**config.mk**
```make
export PLATFORM = sky130hd
export DESIGN_NAME = option_writer
export DESIGN_NICKNAME = d
export VERILOG_FILES = /design/src/rtl/nonogram_pkg.sv /design/src/rtl/option_writer_line_table.sv /design/src/rtl/option_writer.sv
export SDC_FILE = /design/constraint.sdc
export NUM_CORES = 1
export LEC_CHECK = 0
export BUFFER_PORTS_ARGS = -buffer_cell sky130_fd_sc_hd__buf_2
export CORE_MARGIN = 1.5
export CORE_UTILIZATION = 41
export DETAILED_ROUTE_END_ITERATION = 8
export GPL_TIMING_DRIVEN = 0
export PLACE_DENSITY = 0.63
export SYNTH_ARGS = -nofsm -noshare
export SYNTH_HDL_FRONTEND = slang
export SYNTH_SLANG_ARGS = --single-unit
```
**constraint.sdc**
```tcl
create_clock -name clk -period 3.9 [get_ports clk]
set_input_delay 0.39 -clock clk [delete_from_list [all_inputs] [get_ports clk]]
set_output_delay 0.39 -clock clk [all_outputs]
set_load 0.01 [all_outputs]
```
**src/rtl/nonogram_pkg.sv**
```systemverilog
// ---------------------------------------------------------------------------
// nonogram_pkg
// Shared definitions for the nonogram option path:
//   - wr_state_e     : option writer FSM encoding (IDLE, LINE, DONE, ERROR)
//   - ERR_*          : err_code values reported by option_writer
//   - DEF_*          : default board / storage dimensions
//   - xor_fold       : running XOR used by the optional board checksum
// ---------------------------------------------------------------------------
package nonogram_pkg;

   typedef enum logic [1:0] {
      WR_IDLE  = 2'd0,
      WR_LINE  = 2'd1,
      WR_DONE  = 2'd2,
      WR_ERROR = 2'd3
   } wr_state_e;

   localparam logic [1:0] ERR_NONE     = 2'd0;
   localparam logic [1:0] ERR_INDEX    = 2'd1;
   localparam logic [1:0] ERR_OVERFLOW = 2'd2;
   localparam logic [1:0] ERR_PROTOCOL = 2'd3;

   localparam int DEF_MAX_ROWS        = 11;
   localparam int DEF_MAX_COLS        = 11;
   localparam int DEF_MAX_NUM_OPTIONS = 84;
   localparam int DEF_DEPTH           = 1024;

   function automatic logic [15:0] xor_fold(input logic [15:0] acc, input logic [15:0] word);
      return acc ^ word;
   endfunction

endpackage

```
**src/rtl/option_writer_line_table.sv**
```systemverilog
// ---------------------------------------------------------------------------
// line_table
// Per-line {base, count} storage for the option writer.
// Ports:
//   clk, rst       : clock, synchronous active-high reset (clears everything)
//   clr            : synchronous clear of all entries (new board); a write in
//                    the same cycle still lands on top of the cleared table
//   we, wr_idx,
//   wr_base,
//   wr_count       : single write port
//   rd_idx         : lookup index
//   rd_base,
//   rd_count       : registered lookup result (0 when rd_idx is out of range);
//                    a same-cycle write to rd_idx is not visible (old value)
// ---------------------------------------------------------------------------
module line_table import nonogram_pkg::*; #(
   parameter int NUM_LINES = 22,
   parameter int IW        = 5,
   parameter int BW        = 10,
   parameter int CW        = 8
) (
   input  logic          clk,
   input  logic          rst,
   input  logic          clr,
   input  logic          we,
   input  logic [IW-1:0] wr_idx,
   input  logic [BW-1:0] wr_base,
   input  logic [CW-1:0] wr_count,
   input  logic [IW-1:0] rd_idx,
   output logic [BW-1:0] rd_base,
   output logic [CW-1:0] rd_count
);

   logic [BW-1:0] base_r  [NUM_LINES];
   logic [CW-1:0] count_r [NUM_LINES];

   // Entry update: reset, then write, then board clear (write wins over clear)
   always_ff @(posedge clk) begin
      for (int i = 0; i < NUM_LINES; i++) begin
         if (rst) begin
            base_r[i]  <= '0;
            count_r[i] <= '0;
         end else if (we && (int'(wr_idx) == i)) begin
            base_r[i]  <= wr_base;
            count_r[i] <= wr_count;
         end else if (clr) begin
            base_r[i]  <= '0;
            count_r[i] <= '0;
         end
      end
   end

   // Registered read port; samples the table before this cycle's write
   always_ff @(posedge clk) begin
      if (rst) begin
         rd_base  <= '0;
         rd_count <= '0;
      end else if (int'(rd_idx) < NUM_LINES) begin
         rd_base  <= base_r[rd_idx];
         rd_count <= count_r[rd_idx];
      end else begin
         rd_base  <= '0;
         rd_count <= '0;
      end
   end

endmodule

```
**src/rtl/option_writer.sv**
```systemverilog
// ---------------------------------------------------------------------------
// option_writer
// Stores parser option words into the option BRAM and records, per board
// line, the first BRAM address and number of options. No backpressure: one
// word per cycle is always accepted.
// Ports:
//   clk, rst          : clock, synchronous active-high reset
//   in_valid          : parser word strobe
//   in_header         : in_word is a line index rather than an option
//   in_word[15:0]     : parser word
//   board_done        : end-of-board pulse from parser
//   bram_we/addr/din  : option BRAM write port (one cycle after in_valid)
//   rd_line           : line-table lookup index
//   rd_base, rd_count : registered lookup result
//   total_options     : words written for the current board
//   board_ready       : one-cycle pulse after the board is stored
//   err, err_code     : sticky error and its cause (nonogram_pkg ERR_*)
// Optional build macro OPTION_WRITER_CHECKSUM_EN adds checksum[15:0], the XOR
// of all words written this board.
// ---------------------------------------------------------------------------
module option_writer import nonogram_pkg::*; #(
   parameter int MAX_ROWS        = DEF_MAX_ROWS,
   parameter int MAX_COLS        = DEF_MAX_COLS,
   parameter int MAX_NUM_OPTIONS = DEF_MAX_NUM_OPTIONS,
   parameter int DEPTH           = DEF_DEPTH
) (
   input  logic                                   clk,
   input  logic                                   rst,
   input  logic                                   in_valid,
   input  logic                                   in_header,
   input  logic [15:0]                            in_word,
   input  logic                                   board_done,
   output logic                                   bram_we,
   output logic [$clog2(DEPTH)-1:0]               bram_addr,
   output logic [15:0]                            bram_din,
   input  logic [$clog2(MAX_ROWS+MAX_COLS)-1:0]   rd_line,
   output logic [$clog2(DEPTH)-1:0]               rd_base,
   output logic [$clog2(MAX_NUM_OPTIONS):0]       rd_count,
   output logic [$clog2(DEPTH):0]                 total_options,
   output logic                                   board_ready,
   output logic                                   err,
   output logic [1:0]                             err_code
`ifdef OPTION_WRITER_CHECKSUM_EN
   ,
   output logic [15:0]                            checksum
`endif
);

   localparam int NL = MAX_ROWS + MAX_COLS;
   localparam int LW = $clog2(NL);
   localparam int AW = $clog2(DEPTH);
   localparam int PW = AW + 1;
   localparam int CW = $clog2(MAX_NUM_OPTIONS) + 1;

   localparam logic [1:0] IDLE  = WR_IDLE;
   localparam logic [1:0] LINE  = WR_LINE;
   localparam logic [1:0] DONE  = WR_DONE;
   localparam logic [1:0] ERROR = WR_ERROR;

   logic [1:0]    state_r, state_nxt_s;
   logic [PW-1:0] wr_ptr_r;
   logic [LW-1:0] cur_line_r;
   logic [AW-1:0] cur_base_r;
   logic [CW-1:0] cur_count_r;
   logic          bram_we_r, board_ready_r, err_r;
   logic [AW-1:0] bram_addr_r;
   logic [15:0]   bram_din_r;
   logic [1:0]    err_code_r;

   logic          hdr_take_s, opt_write_s, new_board_s, done_take_s;
   logic          err_set_s;
   logic [1:0]    err_code_nxt_s;
   logic          tbl_we_s;
   logic [LW-1:0] tbl_idx_s;
   logic [AW-1:0] tbl_base_s;
   logic [CW-1:0] tbl_count_s;

   // Next-state and datapath decisions for the current input word
   always_comb begin
      state_nxt_s    = state_r;
      hdr_take_s     = 1'b0;
      opt_write_s    = 1'b0;
      new_board_s    = 1'b0;
      done_take_s    = 1'b0;
      err_set_s      = 1'b0;
      err_code_nxt_s = ERR_NONE;
      tbl_we_s       = 1'b0;
      tbl_idx_s      = cur_line_r;
      tbl_base_s     = cur_base_r;
      tbl_count_s    = cur_count_r;
      case (state_r)
         IDLE, LINE, DONE: begin
            if (in_valid && in_header) begin
               if (in_word < 16'(NL)) begin
                  hdr_take_s  = 1'b1;
                  new_board_s = (state_r == DONE);
                  state_nxt_s = LINE;
                  tbl_we_s    = 1'b1;
                  tbl_idx_s   = in_word[LW-1:0];
                  tbl_count_s = '0;
                  // A header after DONE starts a fresh board at address 0
                  if (new_board_s) begin
                     tbl_base_s = '0;
                  end else begin
                     tbl_base_s = wr_ptr_r[AW-1:0];
                  end
               end else begin
                  err_set_s      = 1'b1;
                  err_code_nxt_s = ERR_INDEX;
               end
            end else if (in_valid) begin
               if (state_r != LINE) begin
                  err_set_s      = 1'b1;
                  err_code_nxt_s = ERR_PROTOCOL;
               end else if ((wr_ptr_r == PW'(DEPTH)) ||
                            (cur_count_r == CW'(MAX_NUM_OPTIONS))) begin
                  err_set_s      = 1'b1;
                  err_code_nxt_s = ERR_OVERFLOW;
               end else begin
                  opt_write_s = 1'b1;
                  tbl_we_s    = 1'b1;
                  tbl_count_s = cur_count_r + CW'(1);
               end
            end else begin
               state_nxt_s = state_r;
            end
            // The word (if any) is handled first; board_done only counts
            // when entered from IDLE/LINE and the word did not fault
            if (err_set_s) begin
               state_nxt_s = ERROR;
            end else if (board_done && (state_r != DONE)) begin
               done_take_s = 1'b1;
               state_nxt_s = DONE;
            end else begin
               done_take_s = 1'b0;
            end
         end
         ERROR: begin
            state_nxt_s = ERROR;
         end
         default: begin
            state_nxt_s = IDLE;
         end
      endcase
   end

   // FSM, write pointer, current-line shadow and registered outputs
   always_ff @(posedge clk) begin
      if (rst) begin
         state_r       <= IDLE;
         wr_ptr_r      <= '0;
         cur_line_r    <= '0;
         cur_base_r    <= '0;
         cur_count_r   <= '0;
         bram_we_r     <= 1'b0;
         bram_addr_r   <= '0;
         bram_din_r    <= 16'd0;
         board_ready_r <= 1'b0;
         err_r         <= 1'b0;
         err_code_r    <= ERR_NONE;
      end else begin
         state_r       <= state_nxt_s;
         bram_we_r     <= opt_write_s;
         board_ready_r <= done_take_s;
         if (opt_write_s) begin
            bram_addr_r <= wr_ptr_r[AW-1:0];
            bram_din_r  <= in_word;
            wr_ptr_r    <= wr_ptr_r + PW'(1);
            cur_count_r <= tbl_count_s;
         end else if (new_board_s) begin
            wr_ptr_r    <= '0;
         end
         if (hdr_take_s) begin
            cur_line_r  <= in_word[LW-1:0];
            cur_base_r  <= tbl_base_s;
            cur_count_r <= '0;
         end
         if (err_set_s) begin
            err_r      <= 1'b1;
            err_code_r <= err_code_nxt_s;
         end
      end
   end

`ifdef OPTION_WRITER_CHECKSUM_EN
   logic [15:0] checksum_r;

   // Running XOR of written words, restarted with each new board
   always_ff @(posedge clk) begin
      if (rst || new_board_s) begin
         checksum_r <= 16'd0;
      end else if (opt_write_s) begin
         checksum_r <= xor_fold(checksum_r, in_word);
      end
   end

   assign checksum = checksum_r;
`endif

   line_table #(
      .NUM_LINES (NL),
      .IW        (LW),
      .BW        (AW),
      .CW        (CW)
   ) u_line_table (
      .clk      (clk),
      .rst      (rst),
      .clr      (new_board_s),
      .we       (tbl_we_s),
      .wr_idx   (tbl_idx_s),
      .wr_base  (tbl_base_s),
      .wr_count (tbl_count_s),
      .rd_idx   (rd_line),
      .rd_base  (rd_base),
      .rd_count (rd_count)
   );

   // total_options tracks the write pointer: both restart with each board
   assign total_options = wr_ptr_r;
   assign bram_we       = bram_we_r;
   assign bram_addr     = bram_addr_r;
   assign bram_din      = bram_din_r;
   assign board_ready   = board_ready_r;
   assign err           = err_r;
   assign err_code      = err_code_r;

endmodule

```
# Word level (Yosys, flattened, before mapping)
# Memory sizes are Yosys's and may differ from the RTL's. A register that Yosys moved wholly into a read port is not among the register bits.
# Index checks and enable logic that the tools add are counted.
[totals]
register_bits = 67
latch_bits = 0
mem_bits_rw = 396
romBits = 0
in_bits = 26
output_inout_bits = 60
word_cells = 440
mem_count = 2
[classes]
add_sub_neg = 2
multipliers = 0
div_mod_pow = 0
order_cmp = 2
eq_ne = 30
shift = 0
mux = 270
bitwise = 90
n_reduce_logical = 33
[mem_list]
columns = ["name", "words", "word_bits", "read_ports", "rd_clocked_by_memory_dff", "write_ports", "line_no", "rtl"]
rows = [
  ["u_line_table.base_r", 22, 10, 1, 1, 22, "option_writer_line_table.sv:34", "logic [BW-1:0] base_r [NUM_LINES];"],
  ["u_line_table.count_r", 22, 8, 1, 1, 22, "option_writer_line_table.sv:35", "logic [CW-1:0] count_r [NUM_LINES];"],
]
[op_table]
columns = ["operator", "count"]
rows = [
  ["$mux W10", 48],
  ["$mux W8", 50],
  ["$mux W1", 157],
  ["$or A1 B1 Y1", 88],
  ["$eq A5 B5 Y1 const B", 14],
  ["$logic_and A1 B1 Y1", 24],
  ["$mux W11", 2],
  ["$eq A5 B4 Y1 const B", 4],
  ["$mux W2", 9],
  ["$lt A16 B5 Y1 const B", 1],
  ["$mux W5", 3],
  ["$add A11 B1 Y11 const B", 1],
  ["$eq A11 B11 Y1 const B", 1],
  ["$eq A5 B3 Y1 const B", 2],
  ["$add A8 B1 Y8 const B", 1],
  ["$eq A8 B7 Y1 const B", 1],
  ["$ne A4 B4 Y1 const B", 2],
  ["$reduce_or A3 Y1", 2],
  ["$eq A5 B2 Y1 const B", 1],
  ["$logic_not A5 Y1", 1],
  ["$lt A5 B5 Y1 const B", 1],
  ["$eq A2 B2 Y1 const B", 2],
  ["$pmux W2 S2", 1],
  ["$reduce_or A2 Y1", 2],
  ["8 further kinds", 9],
]

# Longest topological paths before layout
[logic_depth]
word_depth = 13
mapped_depth = 9
depth_no_buf = 7

# Cells and area by module
# A second synthesis with hierarchy kept.
[hier_totals]
cells_unflattened = 1617
area_unflattened_um2 = 21758.4
[modules_own_cells]
columns = ["module", "instances", "cells_per_inst", "area_each_um2", "seq_area_each_um2"]
rows = [
  ["line_table", 1, 1269, 18799.3, 12251.8],
  ["option_writer", 1, 348, 2959.1, 1341.3],
]

# Least setup slack after synthesis
# Ideal clock, no wire load.
[synth_path]
kind = "register to register"
from = "reg wr_ptr_r[0], in the netlist total_options[0]"
to = "mem u_line_table.base_r[17][0], enable pin"
setup_ps = 379
arrival_time_ps = 2609
t_required_ps = 3521
setup_slack_ps = 912
path_stages_with_launch = 10
n_path_buf = 2
synth_period_minus_slack_ps = 2988
path_cell_list = "dfxtp_1 -> inv_1 -> ha_1 -> or4b_4 -> o31ai_4 -> nor3_2 -> buf_2 -> a32oi_1 -> buf_4 -> nand2_1"
[synth_lines]
columns = ["element", "line_no", "rtl"]
rows = [
  ["from (decl)", "option_writer.sv:61", "logic [PW-1:0] wr_ptr_r;"],
  ["from (signal assigned)", "option_writer.sv:168", "wr_ptr_r <= wr_ptr_r + PW'(1);"],
  ["to (decl)", "option_writer_line_table.sv:34", ""],
]

==> reports/results.ini <==
[floorplanning]
num_rows=84
coreArea_mm2=0.05297
die_area_mm2=0.05537
die_h_um=235.3
start_util_pct=41.77
die_w_um=235.3
ios=86

[sta]
rsz0062_at_grt=yes
final_hold_viol_count=0
tightest_slew_ns=1.373
maxSlewViolCount=0
setup_ws_ns=-0.09084
period_share_pct=102.3
max_freq_ghz=0.2506
fin_skew_ns=0.01748
slew_headroom_pct=7.791
min_period_ns=3.991
setup-violations-final=60

[logic_synthesis]
synth.area.top_cells=edfxtp_1 (54%), dfxtp_1 (7.7%), mux4_2 (5.5%)
synth_ff_type=edfxtp_1
post-synth-top-area-cell=edfxtp_1
async_reset_ff_share_pct=0
synth-seq-cells=481
yosysWarnings=0
synthDistinctLibCells=73
syn_area_mm2=0.02212
synth_nets=1776
syn_avg_cell_area_um2=12.67
synth-edff-count=396
synth-seq-area-share_pct=61.44
syn_inst=1746
synth_top_area_share_pct=53.75

[clock_tree]
root_buffer=clkbuf_16
cts.hold.buffers_added=0
cts_tree=yes
clk_pin_slew_ns=0.06
ctsHtreeMaxLevel=2
post-cts-setup-buffers=0
cts_buffers=51
clock-sinks=481
cts_buffer_depth=3
insertion_delay_ns=0.60

[final_layout]
synthToLayoutAreaGrowth_pct=13.74
final_cell_mix=edfxtp_1 (396), nor2_1 (188), nor2_2 (174)
nets=1908
final_cells=2608
antennaDiodeCount=0
drive_above_1_share_pct=26.82
final_common_cell=edfxtp_1

[drt]
routed_wl_mm=65.76
wl_per_cell_um=25.22
firstDrtPassIters=6
post_drt_via_cell_ratio=5.868
num_vias=15310
remaining_drc_errors=0
ant_nets=0
drtIter0Drc=1789

[setup_path]
arrival_ns=4.20
critical_path.max_fanout=18
crit_path_end_kind=register
reg2reg_depth=7
r2r_setup_slack_ns=-0.09
crit_type=register to register
cp_data_required_time_ns=4.11
start_kind=register

[grt]
gr-total-overflow=0
grt_pass1_wl_mm=96.77
antenna_found_initial=0
grt_pass1_vias=14860
grt_max_degree=19
grt_util_all_layers_pct=23.55

[placed_design]
hpwlAfterDp_mm=46.51
dp.cells=2513
gp_congestion=0.9451
numPortBuffers=79

[run]
drv_cap=0

[power_and_ir_drop]
power_leakage_nw=8.487
powerDensity_mw_per_mm2=457.8
total_power_mw=11.52
irDropWorstVdd_mv=0.3516

[run_status]
violations=setup timing
status=finished with violations

[hold_path]
hold_class=input port to register
hold_depth=3

metrics by stage:
stage               setup TNS [ns]  utilization (%)  hold slack, ns  instance area [um^2]  worst slack [ns]
floorplan                        0                -          0.4562                 22130            0.9122
global placement            -58.45            44.14          0.4416                 23380           -0.3441
detailed placement          -66.13            44.14          0.4473                 23380           -0.3317
CTS                              0            47.42         0.04347                 25120           0.01154
global route                -14.78            47.51         0.07616                 25170           -0.1641
finish                      -2.864            47.51         0.06231                 25170          -0.09084
kinds of logic after synthesis:
kind of cell	Yosys count	share of synthesized area, %
buffers and inverters	166	3.806
AOI/OAI and AO/OA	267	9.139
xor gates and xnor gates	10	0.3959
and+or+nand+nor	672	15.34
DFF	481	61.44
adders and majority gates	4	0.2262
muxes	146	9.659
layer usage:
metal | routed length [um] | track usage [%]
met3 | 5537 | 3.272
met2 | 29860 | 37.27
met4 | 3224 | 10.95
met1 | 27150 | 32.25
met5 | 0 | 0
sequential cells by signal (all words and copies together) (netlist names):
name                   count
err_code                   2
u_line_table.base_r      220
state_r                    2
u_line_table.rd_base      10
bram_we                    1
board_ready                1
bram_addr                 10
cur_base_r                10
bram_din                  16
u_line_table.rd_count      8
err                        1
u_line_table.count_r     176
cur_line_r                 5
total_options             11
cur_count_r                8
synthesized netlist by cell type, types with 29 or more instances:
master    count
a21oi_1      64
a22oi_1      29
buf_2        46
clkbuf_1     68
dfxtp_1      85
edfxtp_1    396
mux2i_1      92
mux4_2       54
nand2_1     142
nor2_1      188
nor2_2      174
nor3_1       82
o211ai_1     40
repair_timing:
item / in CTS / in global routing
setup endpoints to repair: 72 / 320
hold endpoints to repair: 0 / 0
gates resized for setup: 4 / 13
pin swaps: 0 / 0
power breakdown:
part | internal, mW | switching [mW]
Combinational | 0.232 | 0.474
Sequential | 5.75 | 0.0590
Clock | 2.95 | 2.06
Total | 8.93 | 2.59
final timing paths:
path | endpoint | from
max reg2reg | u_line_table.base_r[0][9]$_SDFFCE_PP0P_ | state_r[1]$_SDFFE_PP0P_
min | bram_din[12]$_SDFFE_PP0P_ | in_word[12]
max | u_line_table.base_r[0][9]$_SDFFCE_PP0P_ | state_r[1]$_SDFFE_PP0P_
min reg2reg | bram_din[7]$_SDFFE_PP0P_ | bram_din[7]$_SDFFE_PP0P_
area by class of cell:
class / instances / area [um^2]
Fill cell: 4743 / 27810
Sequential cell: 481 / 13590
Multi-Input combinational cell: 1099 / 7745
Clock buffer: 72 / 1499
Tap cell: 688 / 860.8
Buffer: 143 / 755.7
Timing Repair Buffer: 79 / 395.4
Clock inverter: 23 / 230.2
Inverter: 23 / 86.33
worst max-delay path, cell delays in order, from the launching register on:
cell      delay (ns)
dfxtp_1         0.31
clkbuf_1        0.23
nand2_1         0.21
o211ai_1        0.28
nor3_1          1.15
a22oi_1         0.29
buf_2           0.32
nand2_1         0.80
No activity file was read; power rests on OpenSTA's default activity.
